--- config.mk ---
export PLATFORM = sky130hd
export DESIGN_NAME = bcd2bin
export DESIGN_NICKNAME = d
export VERILOG_FILES = /design/src/rtl/bcd2bin.sv
export SDC_FILE = /design/constraint.sdc
export NUM_CORES = 1
export LEC_CHECK = 0
export CAP_MARGIN = 20
export CORE_UTILIZATION = 30
export CTS_CLUSTER_SIZE = 28
export DETAILED_ROUTE_END_ITERATION = 6
export SLEW_MARGIN = 20
export SYNTH_ARGS = -nofsm -noshare
export SYNTH_HDL_FRONTEND = slang
export SYNTH_SLANG_ARGS = --single-unit
--- constraint.sdc ---
create_clock -name clk -period 3.9 [get_ports clk]
set_clock_uncertainty 0.1 [all_clocks]
set_input_delay 0.78 -clock clk [delete_from_list [all_inputs] [get_ports clk]]
set_output_delay 0.78 -clock clk [all_outputs]
set_load 0.05 [all_outputs]
--- src/rtl/bcd2bin.sv ---
`default_nettype none
// ============================================================================
// Module      : bcd2bin
// Description : Digit-serial BCD-to-binary converter for the stopwatch
//               time-set path. Captures nine BCD digits on start, folds them
//               MSD-first through a x10 accumulator (one digit per cycle),
//               range-checks the fields and publishes all binary fields
//               together with a one-cycle done pulse.
// Revision    : 1.0 - initial release
// ============================================================================
module bcd2bin (
    input  logic       clk,
    input  logic       reset_n,
    input  logic       start,
    input  logic [3:0] bcd_h_1,
    input  logic [3:0] bcd_h_0,
    input  logic [3:0] bcd_min_1,
    input  logic [3:0] bcd_min_0,
    input  logic [3:0] bcd_s_1,
    input  logic [3:0] bcd_s_0,
    input  logic [3:0] bcd_ms_2,
    input  logic [3:0] bcd_ms_1,
    input  logic [3:0] bcd_ms_0,
    output logic [6:0] bin_h,
    output logic [5:0] bin_min,
    output logic [5:0] bin_s,
    output logic [9:0] bin_ms,
    output logic       busy,
    output logic       done,
    output logic       error
);

    typedef enum logic [1:0] {
        IDLE = 2'd0,
        CONV = 2'd1,
        DONE = 2'd2
    } state_t;

    localparam logic [3:0] c_LAST_IDX = 4'd8;
    localparam logic [9:0] c_MAX_SEXA = 10'd59;

    state_t      r_state;
    // Captured digits, index 0 (h_1) in the top nibble down to index 8 (ms_0)
    logic [35:0] r_digits;
    logic [3:0]  r_idx;
    logic [9:0]  r_acc;
    logic        r_bad;
    // Minutes/seconds staged at full accumulator width so 60..99 is not
    // aliased before the range check
    logic [6:0]  r_stg_h;
    logic [9:0]  r_stg_min;
    logic [9:0]  r_stg_s;
    logic [9:0]  r_stg_ms;

    logic [3:0]  w_digit;
    logic        w_field_first;
    logic [9:0]  w_acc_base;
    logic [9:0]  w_acc_next;
    logic        w_range_bad;

    // Select the digit for the current index and note field boundaries
    always_comb begin
        w_digit       = 4'd0;
        w_field_first = 1'b0;
        case (r_idx)
            4'd0: begin w_digit = r_digits[35:32]; w_field_first = 1'b1; end
            4'd1: begin w_digit = r_digits[31:28]; end
            4'd2: begin w_digit = r_digits[27:24]; w_field_first = 1'b1; end
            4'd3: begin w_digit = r_digits[23:20]; end
            4'd4: begin w_digit = r_digits[19:16]; w_field_first = 1'b1; end
            4'd5: begin w_digit = r_digits[15:12]; end
            4'd6: begin w_digit = r_digits[11:8];  w_field_first = 1'b1; end
            4'd7: begin w_digit = r_digits[7:4];   end
            4'd8: begin w_digit = r_digits[3:0];   end
            default: begin w_digit = 4'd0; w_field_first = 1'b0; end
        endcase
    end

    // Multiply-by-10 as shift-add; the accumulator restarts on each field.
    // Wrap on invalid digits is harmless because such results are rejected.
    assign w_acc_base  = w_field_first ? 10'd0 : ((r_acc << 3) + (r_acc << 1));
    assign w_acc_next  = w_acc_base + {6'd0, w_digit};
    assign w_range_bad = (r_stg_min > c_MAX_SEXA) || (r_stg_s > c_MAX_SEXA);

    // Control FSM, digit datapath and registered outputs
    always_ff @(posedge clk or negedge reset_n) begin
        if (!reset_n) begin
            r_state   <= IDLE;
            r_digits  <= 36'd0;
            r_idx     <= 4'd0;
            r_acc     <= 10'd0;
            r_bad     <= 1'b0;
            r_stg_h   <= 7'd0;
            r_stg_min <= 10'd0;
            r_stg_s   <= 10'd0;
            r_stg_ms  <= 10'd0;
            bin_h     <= 7'd0;
            bin_min   <= 6'd0;
            bin_s     <= 6'd0;
            bin_ms    <= 10'd0;
            busy      <= 1'b0;
            done      <= 1'b0;
            error     <= 1'b0;
        end else begin
            done <= 1'b0;
            case (r_state)
                IDLE: begin
                    busy <= 1'b0;
                    if (start) begin
                        r_digits <= {bcd_h_1, bcd_h_0, bcd_min_1, bcd_min_0,
                                     bcd_s_1, bcd_s_0, bcd_ms_2, bcd_ms_1,
                                     bcd_ms_0};
                        r_acc    <= 10'd0;
                        r_idx    <= 4'd0;
                        r_bad    <= 1'b0;
                        error    <= 1'b0;
                        busy     <= 1'b1;
                        r_state  <= CONV;
                    end
                end
                CONV: begin
                    busy  <= 1'b1;
                    r_acc <= w_acc_next;
                    if (w_digit > 4'd9) begin
                        r_bad <= 1'b1;
                    end
                    case (r_idx)
                        4'd1:    r_stg_h   <= w_acc_next[6:0];
                        4'd3:    r_stg_min <= w_acc_next;
                        4'd5:    r_stg_s   <= w_acc_next;
                        4'd8:    r_stg_ms  <= w_acc_next;
                        default: ;
                    endcase
                    if (r_idx == c_LAST_IDX) begin
                        r_state <= DONE;
                    end else begin
                        r_idx <= r_idx + 4'd1;
                    end
                end
                DONE: begin
                    busy <= 1'b1;
                    done <= 1'b1;
                    if (r_bad || w_range_bad) begin
                        error <= 1'b1;
                    end else begin
                        error   <= 1'b0;
                        bin_h   <= r_stg_h;
                        bin_min <= r_stg_min[5:0];
                        bin_s   <= r_stg_s[5:0];
                        bin_ms  <= r_stg_ms;
                    end
                    r_state <= IDLE;
                end
                default: begin
                    busy    <= 1'b0;
                    r_state <= IDLE;
                end
            endcase
        end
    end

endmodule
`default_nettype wire

* Word level (Yosys, flattened, before mapping)
Cells that the tools add are included.
Storage, ports and cells: input port bits 39, register bits 121, logic and storage cells 75, output and inout bits 32
Operators by class: eq/ne operators 14, $lt $le $gt $ge 3, mux-type cells 19, reduce and logical (&&, ||, !) cells 19, add/sub/neg operators 3, bitwise logic cells 1
Operators by type and width (number):
- 4-bit one-hot mux with 9 select lines | 1
- 10-bit by 6-bit > comparator with 1-bit output (second input constant) | 2
- 9-bit one-hot mux with 2 select lines | 1
- 2-bit AND reduction | 9
- 4-bit by 3-bit equality test with 1-bit output (second input constant) | 4
- 10-bit adder | 1
- 10-bit by 4-bit adder with 10-bit output | 1
- 10-bit 2-to-1 mux | 1
- 9-bit 2-to-1 mux | 1
- 4-bit by 2-bit equality test with 1-bit output (second input constant) | 2
- 4-bit 2-to-1 mux | 2
- 2-bit inequality test (second input constant) | 4
- 4-bit one-hot mux with 2 select lines | 1
- 1-bit 2-to-1 mux | 6
- 1-bit one-hot mux with 2 select lines | 3
- 3-bit AND reduction | 2
- 4-bit by 1-bit adder with 4-bit output (second input constant) | 1
- 4-bit by 1-bit equality test with 1-bit output (second input constant) | 1
- 4-bit equality test (second input constant) | 1
- 4-bit > comparator (second input constant) | 1
- 4-bit logical NOT | 1
- 2-bit 2-to-1 mux | 2
- 2-bit one-hot mux with 2 select lines | 1
- 2-bit nonzero test | 2
- other kinds (7) | 8

* Longest topological paths before layout
depth in word-level cells 6, gate-level depth with buffers 16

* Least setup slack after synthesis
OpenSTA, ideal clock, no wires.
path type reg-to-reg, start point register r_idx[1], end point register r_stg_ms[9], path slack 0.954 ns, required time 3.669 ns, clock period less this slack 2.946 ns, path buffers 1, library setup time 0.131 ns, stages on the path, launching flop included 17, arrival 2.715 ns, cell sequence dfrtp_1 > inv_1 > ha_1 > clkbuf_1 > a22oi_1 > a21oi_1 > a21oi_1 > o21ai_0 > ha_1 > inv_1 > fa_1 > nor2b_1 > o21ai_0 > nor2_1 > nand4_1 > xnor2_1 > o21ai_0
Between the ends: longest elaborated chain between the ends 5, elaborated cells on any way between the ends 15, classes of those cells add/sub: 1; eq/ne: 8; mux: 3; reduce/logical: 3
Ends and longest elaborated chain:
- from (decl) | line 45 | logic [3:0] r_idx;
- from (signal assigned) | line 137 | r_idx <= r_idx + 4'd1;
- 4-bit by 3-bit equality test with 1-bit output, or another cell as far along | line 65 | case (r_idx)
- 4-bit OR reduction (no line)
- 1-bit 2-to-1 mux | line 65
- 10-bit 2-to-1 mux | line 81 | assign w_acc_base = w_field_first ? 10'd0 : ((r_acc << 3) + (r_acc << 1));
- 10-bit by 4-bit adder with 10-bit output | line 82 | assign w_acc_next = w_acc_base + {6'd0, w_digit};
- to (signal assigned) | line 131 | 4'd8: r_stg_ms <= w_acc_next;
- to (decl) | line 53 | logic [9:0] r_stg_ms;
Parallel ways exist; a longest one is shown, timed or not. A chain may end at the register's enable or synchronous reset.

* Final worst setup path
start point register r_idx[0], end point register r_stg_s[7]
Between the ends: longest elaborated chain between the ends 5, elaborated cells on any way between the ends 15, classes of those cells add/sub: 1; eq/ne: 8; mux: 3; reduce/logical: 3
Ends and longest elaborated chain:
- 4-bit by 3-bit equality test with 1-bit output, or another cell as far along | line 65
- 4-bit OR reduction (no line)
- 1-bit 2-to-1 mux | line 65
- 10-bit 2-to-1 mux | line 81
- 10-bit by 4-bit adder with 10-bit output | line 82
- to (signal assigned) | line 130 | 4'd5: r_stg_s <= w_acc_next;
- to (decl) | line 52 | logic [9:0] r_stg_s;
Parallel ways exist; a longest one is shown, timed or not.

==> flow_summary_export.csv <==
group,metric,value,unit
outcome,status,"complete, no violations",
route,wl_per_cell,15.8,um
route,drt_iter0_markers,184,
floorplanning,fp-row-count,48,
synthesis,synth-seq-cells,121,
floorplanning,die-area,18600,um2
sta,hold-worst-slack,0.281,ns
critical_path,required,4.07,ns
critical_path,start_kind,"register",
synthesis,synth_top_cell_area_share,55.9,%
clock_network,clock_path_buffers,2,
clock_network,cts_setup_buffers,0,
place,dp_hpwl,8.55,mm
sta,slew_headroom,48.8,%
critical_path,crit_type,"reg2reg",
route,dr.pass1.iters,4,
synthesis,synth_cell_types,42,
floorplanning,core_area,17500,um2
sta,period_minus_slack,3.44,ns
place,io_buffers,70,
clock_network,cts.repair.resized,0,
cells_and_area,drive_gt1_share,20.6,%
critical_path,crit_fanout,11,
floorplanning,dieHeight,136,um
global_routing,grt_pass1_vias,3891,
synthesis,synth_fp_nets,509,
sta,setup_tns,0,ns
critical_path,cp_top_family,"adder cells",
sta,worst_pin_slew,0.764,ns
cells_and_area,final_util,39.8,%
power,power_density,850,nW/um2
route,num_vias,3695,
global_routing,gr-total-overflow,0,
power,max-vdd-ir-drop,0.000445,V
critical_path,path_cells,"inv_1 -> ha_1 -> nor2b_1 -> nand3_1 -> o21ai_0 -> ha_1 -> inv_1 -> fa_1 -> nor2b_1 -> o21ai_0 -> nor2_1 -> nand2_1 -> xor2_1 -> o21ai_0",
cells_and_area,fillCellCount,1618,
route,ant_nets,0,
synthesis,syn_area_per_cell,12.0,um2
cells_and_area,syn2layout_area_growth,28.3,%
clock_network,ctsHoldBuffers,0,
sta,final-max-slew-violation-count,0,
clock_network,clk_pin_slew,0.06,ns
route,vias_per_cell,4.84,
critical_path,crit_slowest_cell,"dfrtp_1",
sta,setup_viol,0,
cells_and_area,num_antenna_cells,0,
synthesis,synth_edf_count,0,
synthesis,synth_area_leaders,"dfrtp_1 56%, mux2_2 12%, nand2_1 4.6%",
global_routing,grt_pass1_wl,20.0,mm
sta,rsz0062_at_grt,"no",
critical_path,r2r-start,"r_idx[0]",
hold_path,hold_class,"in2async",
synthesis,synthCells,451,
critical_path,cp.arrival,3.62,ns
sta,finalCritPeriodShare,88.3,%
clock_network,cts_root_buf,"clkbuf_16",
global_routing,grtUsageTotal,14.3,%
clock_network,insertion_delay,0.41,ns
critical_path,critPathCaptureType,"register",
floorplanning,start_util,31.0,%
cells_and_area,nNetsFinal,585,
global_routing,antenna_found_initial,0,
synthesis,synth_ff_type,"dfrtp_1",
sta,fmax,0.290,GHz
synthesis,synth_warnings,0,
synthesis,synthArstFlopShare,100,%
route,route.detailed.drc,0,
global_routing,grt_max_degree,46,
place,place_congestion,0.783,
clock_network,cts_tree,"built",
critical_path,crit_cells,14,
synthesis,synth_area_leader_cell,"dfrtp_1",
floorplanning,ioPinCount,71,
job,cap_violations,0,
floorplanning,fp.dieW,136,um
synthesis,synth.cell_area,5420,um2
critical_path,reg2reg_depth,14,
critical_path,slowest_delay,0.42,ns
sta,finalHoldViolations,0,
critical_path,crit_end,"r_stg_s[7]",
clock_network,htree_levels,4,
critical_path,rrSetupSlack,0.46,ns
route,routed_wl,12.0,mm
cells_and_area,final_cell_mix,"121 x dfrtp_1, 69 x clkdlybuf4s50_1, 66 x nand2_1",
critical_path,crit_buf_inv,2,
cells_and_area,final_common_cell,"dfrtp_1",
critical_path,cpMostUsedCell,"o21ai_0",
clock_network,cts_buffers,17,
critical_path,r2r-end,"r_stg_s[7]",
synthesis,yosysSeqAreaShare,55.9,%
power,p_leak,3.17,nW
clock_network,cts_sinks,121,
critical_path,startpoint,"r_idx[0]",
Yosys cell counts (2+ instances only):
library cell / instances
inv_1: 8
nor2_1: 10
nand4_1: 4
a21oi_1: 11
dfrtp_1: 121
a22o_1: 6
nand3_1: 7
nor2b_1: 4
mux2_4: 10
a21o_1: 6
xnor2_1: 6
and3_1: 2
clkbuf_1: 13
buf_4: 2
mux2i_1: 3
o21ai_0: 47
mux2_2: 60
o21ai_1: 3
ha_1: 17
and2_1: 3
a221oi_1: 2
nand2b_1: 3
xor2_1: 5
nand2_1: 66
buf_6: 2
fa_1: 2
a22oi_1: 11
nor3_1: 3
registers in the layout, indices dropped and copies added (netlist names), 2 cells and up:
signal,count
r_digits,36
bin_ms,10
r_stg_min,10
r_stg_ms,10
r_stg_s,10
r_acc,9
bin_h,7
r_stg_h,7
bin_min,6
bin_s,6
r_idx,4
r_state,2
cell type report:
type                            instances  area [um2]  share of cell area (%)
Tap cell                              225         282                    4.05
Timing Repair Buffer                   77         751                    10.8
Clock inverter                         10         143                    2.05
Inverter                                8        30.0                   0.432
Clock buffer                           21         470                    6.76
Sequential cell                       121        3030                    43.5
Multi-Input combinational cell        302        2250                    32.4
through the flow:
step | instances | setup slack [ns] | instance area, um2 | total power [W]
after CTS | 764 | 0.464 | 6960 | 0.00598
after global placement | 733 | 0.647 | 6340 | 0.00425
after detailed placement | 733 | 0.481 | 6340 | 0.00433
after global routing | 764 | 0.153 | 6960 | 0.00630
final | 764 | 0.456 | 6960 | 0.00591
after floorplan | 451 | 0.954 | 5420 | 0.00359
logic make-up after synthesis:
| group | after synthesis | share of synthesized area (%) |
|---|---|---|
| flip-flops | 121 | 55.9 |
| AO/OA/AOI/OAI | 95 | 10.9 |
| multiplexers | 73 | 15.8 |
| XOR/XNOR | 11 | 1.78 |
| adder cells (fa/ha/maj) | 19 | 4.66 |
| AND/OR/NAND/NOR | 104 | 8.43 |
| buffers and inverters | 28 | 2.59 |
power breakdown:
group	internal (W)	switching (W)	leakage [nW]
clock network	0.00105	0.000560	0.299
logic	0.000914	0.00129	1.30
registers	0.00173	0.000360	1.57
worst min-delay path by stage:
stage / cells after the start / to / start
final: 1 / r_digits[34] / reset_n
after floorplan: 2 / r_stg_h[2] / r_stg_h[2]
after global placement: 2 / r_stg_s[6] / r_stg_s[6]
after global routing: 1 / r_digits[35] / reset_n
after detailed placement: 2 / r_stg_s[6] / r_stg_s[6]
after CTS: 1 / r_digits[34] / reset_n
routing by layer:
metal / vias up / routed length [um] / GRT usage (%)
met5: - / 0 / 0
met4: 0 / 314 / 6.48
met3: 31 / 504 / 4.33
li1: 1751 / - / -
met2: 100 / 5680 / 22.6
met1: 1813 / 5540 / 18.1
No activity file was read; power rests on OpenSTA's default activity.
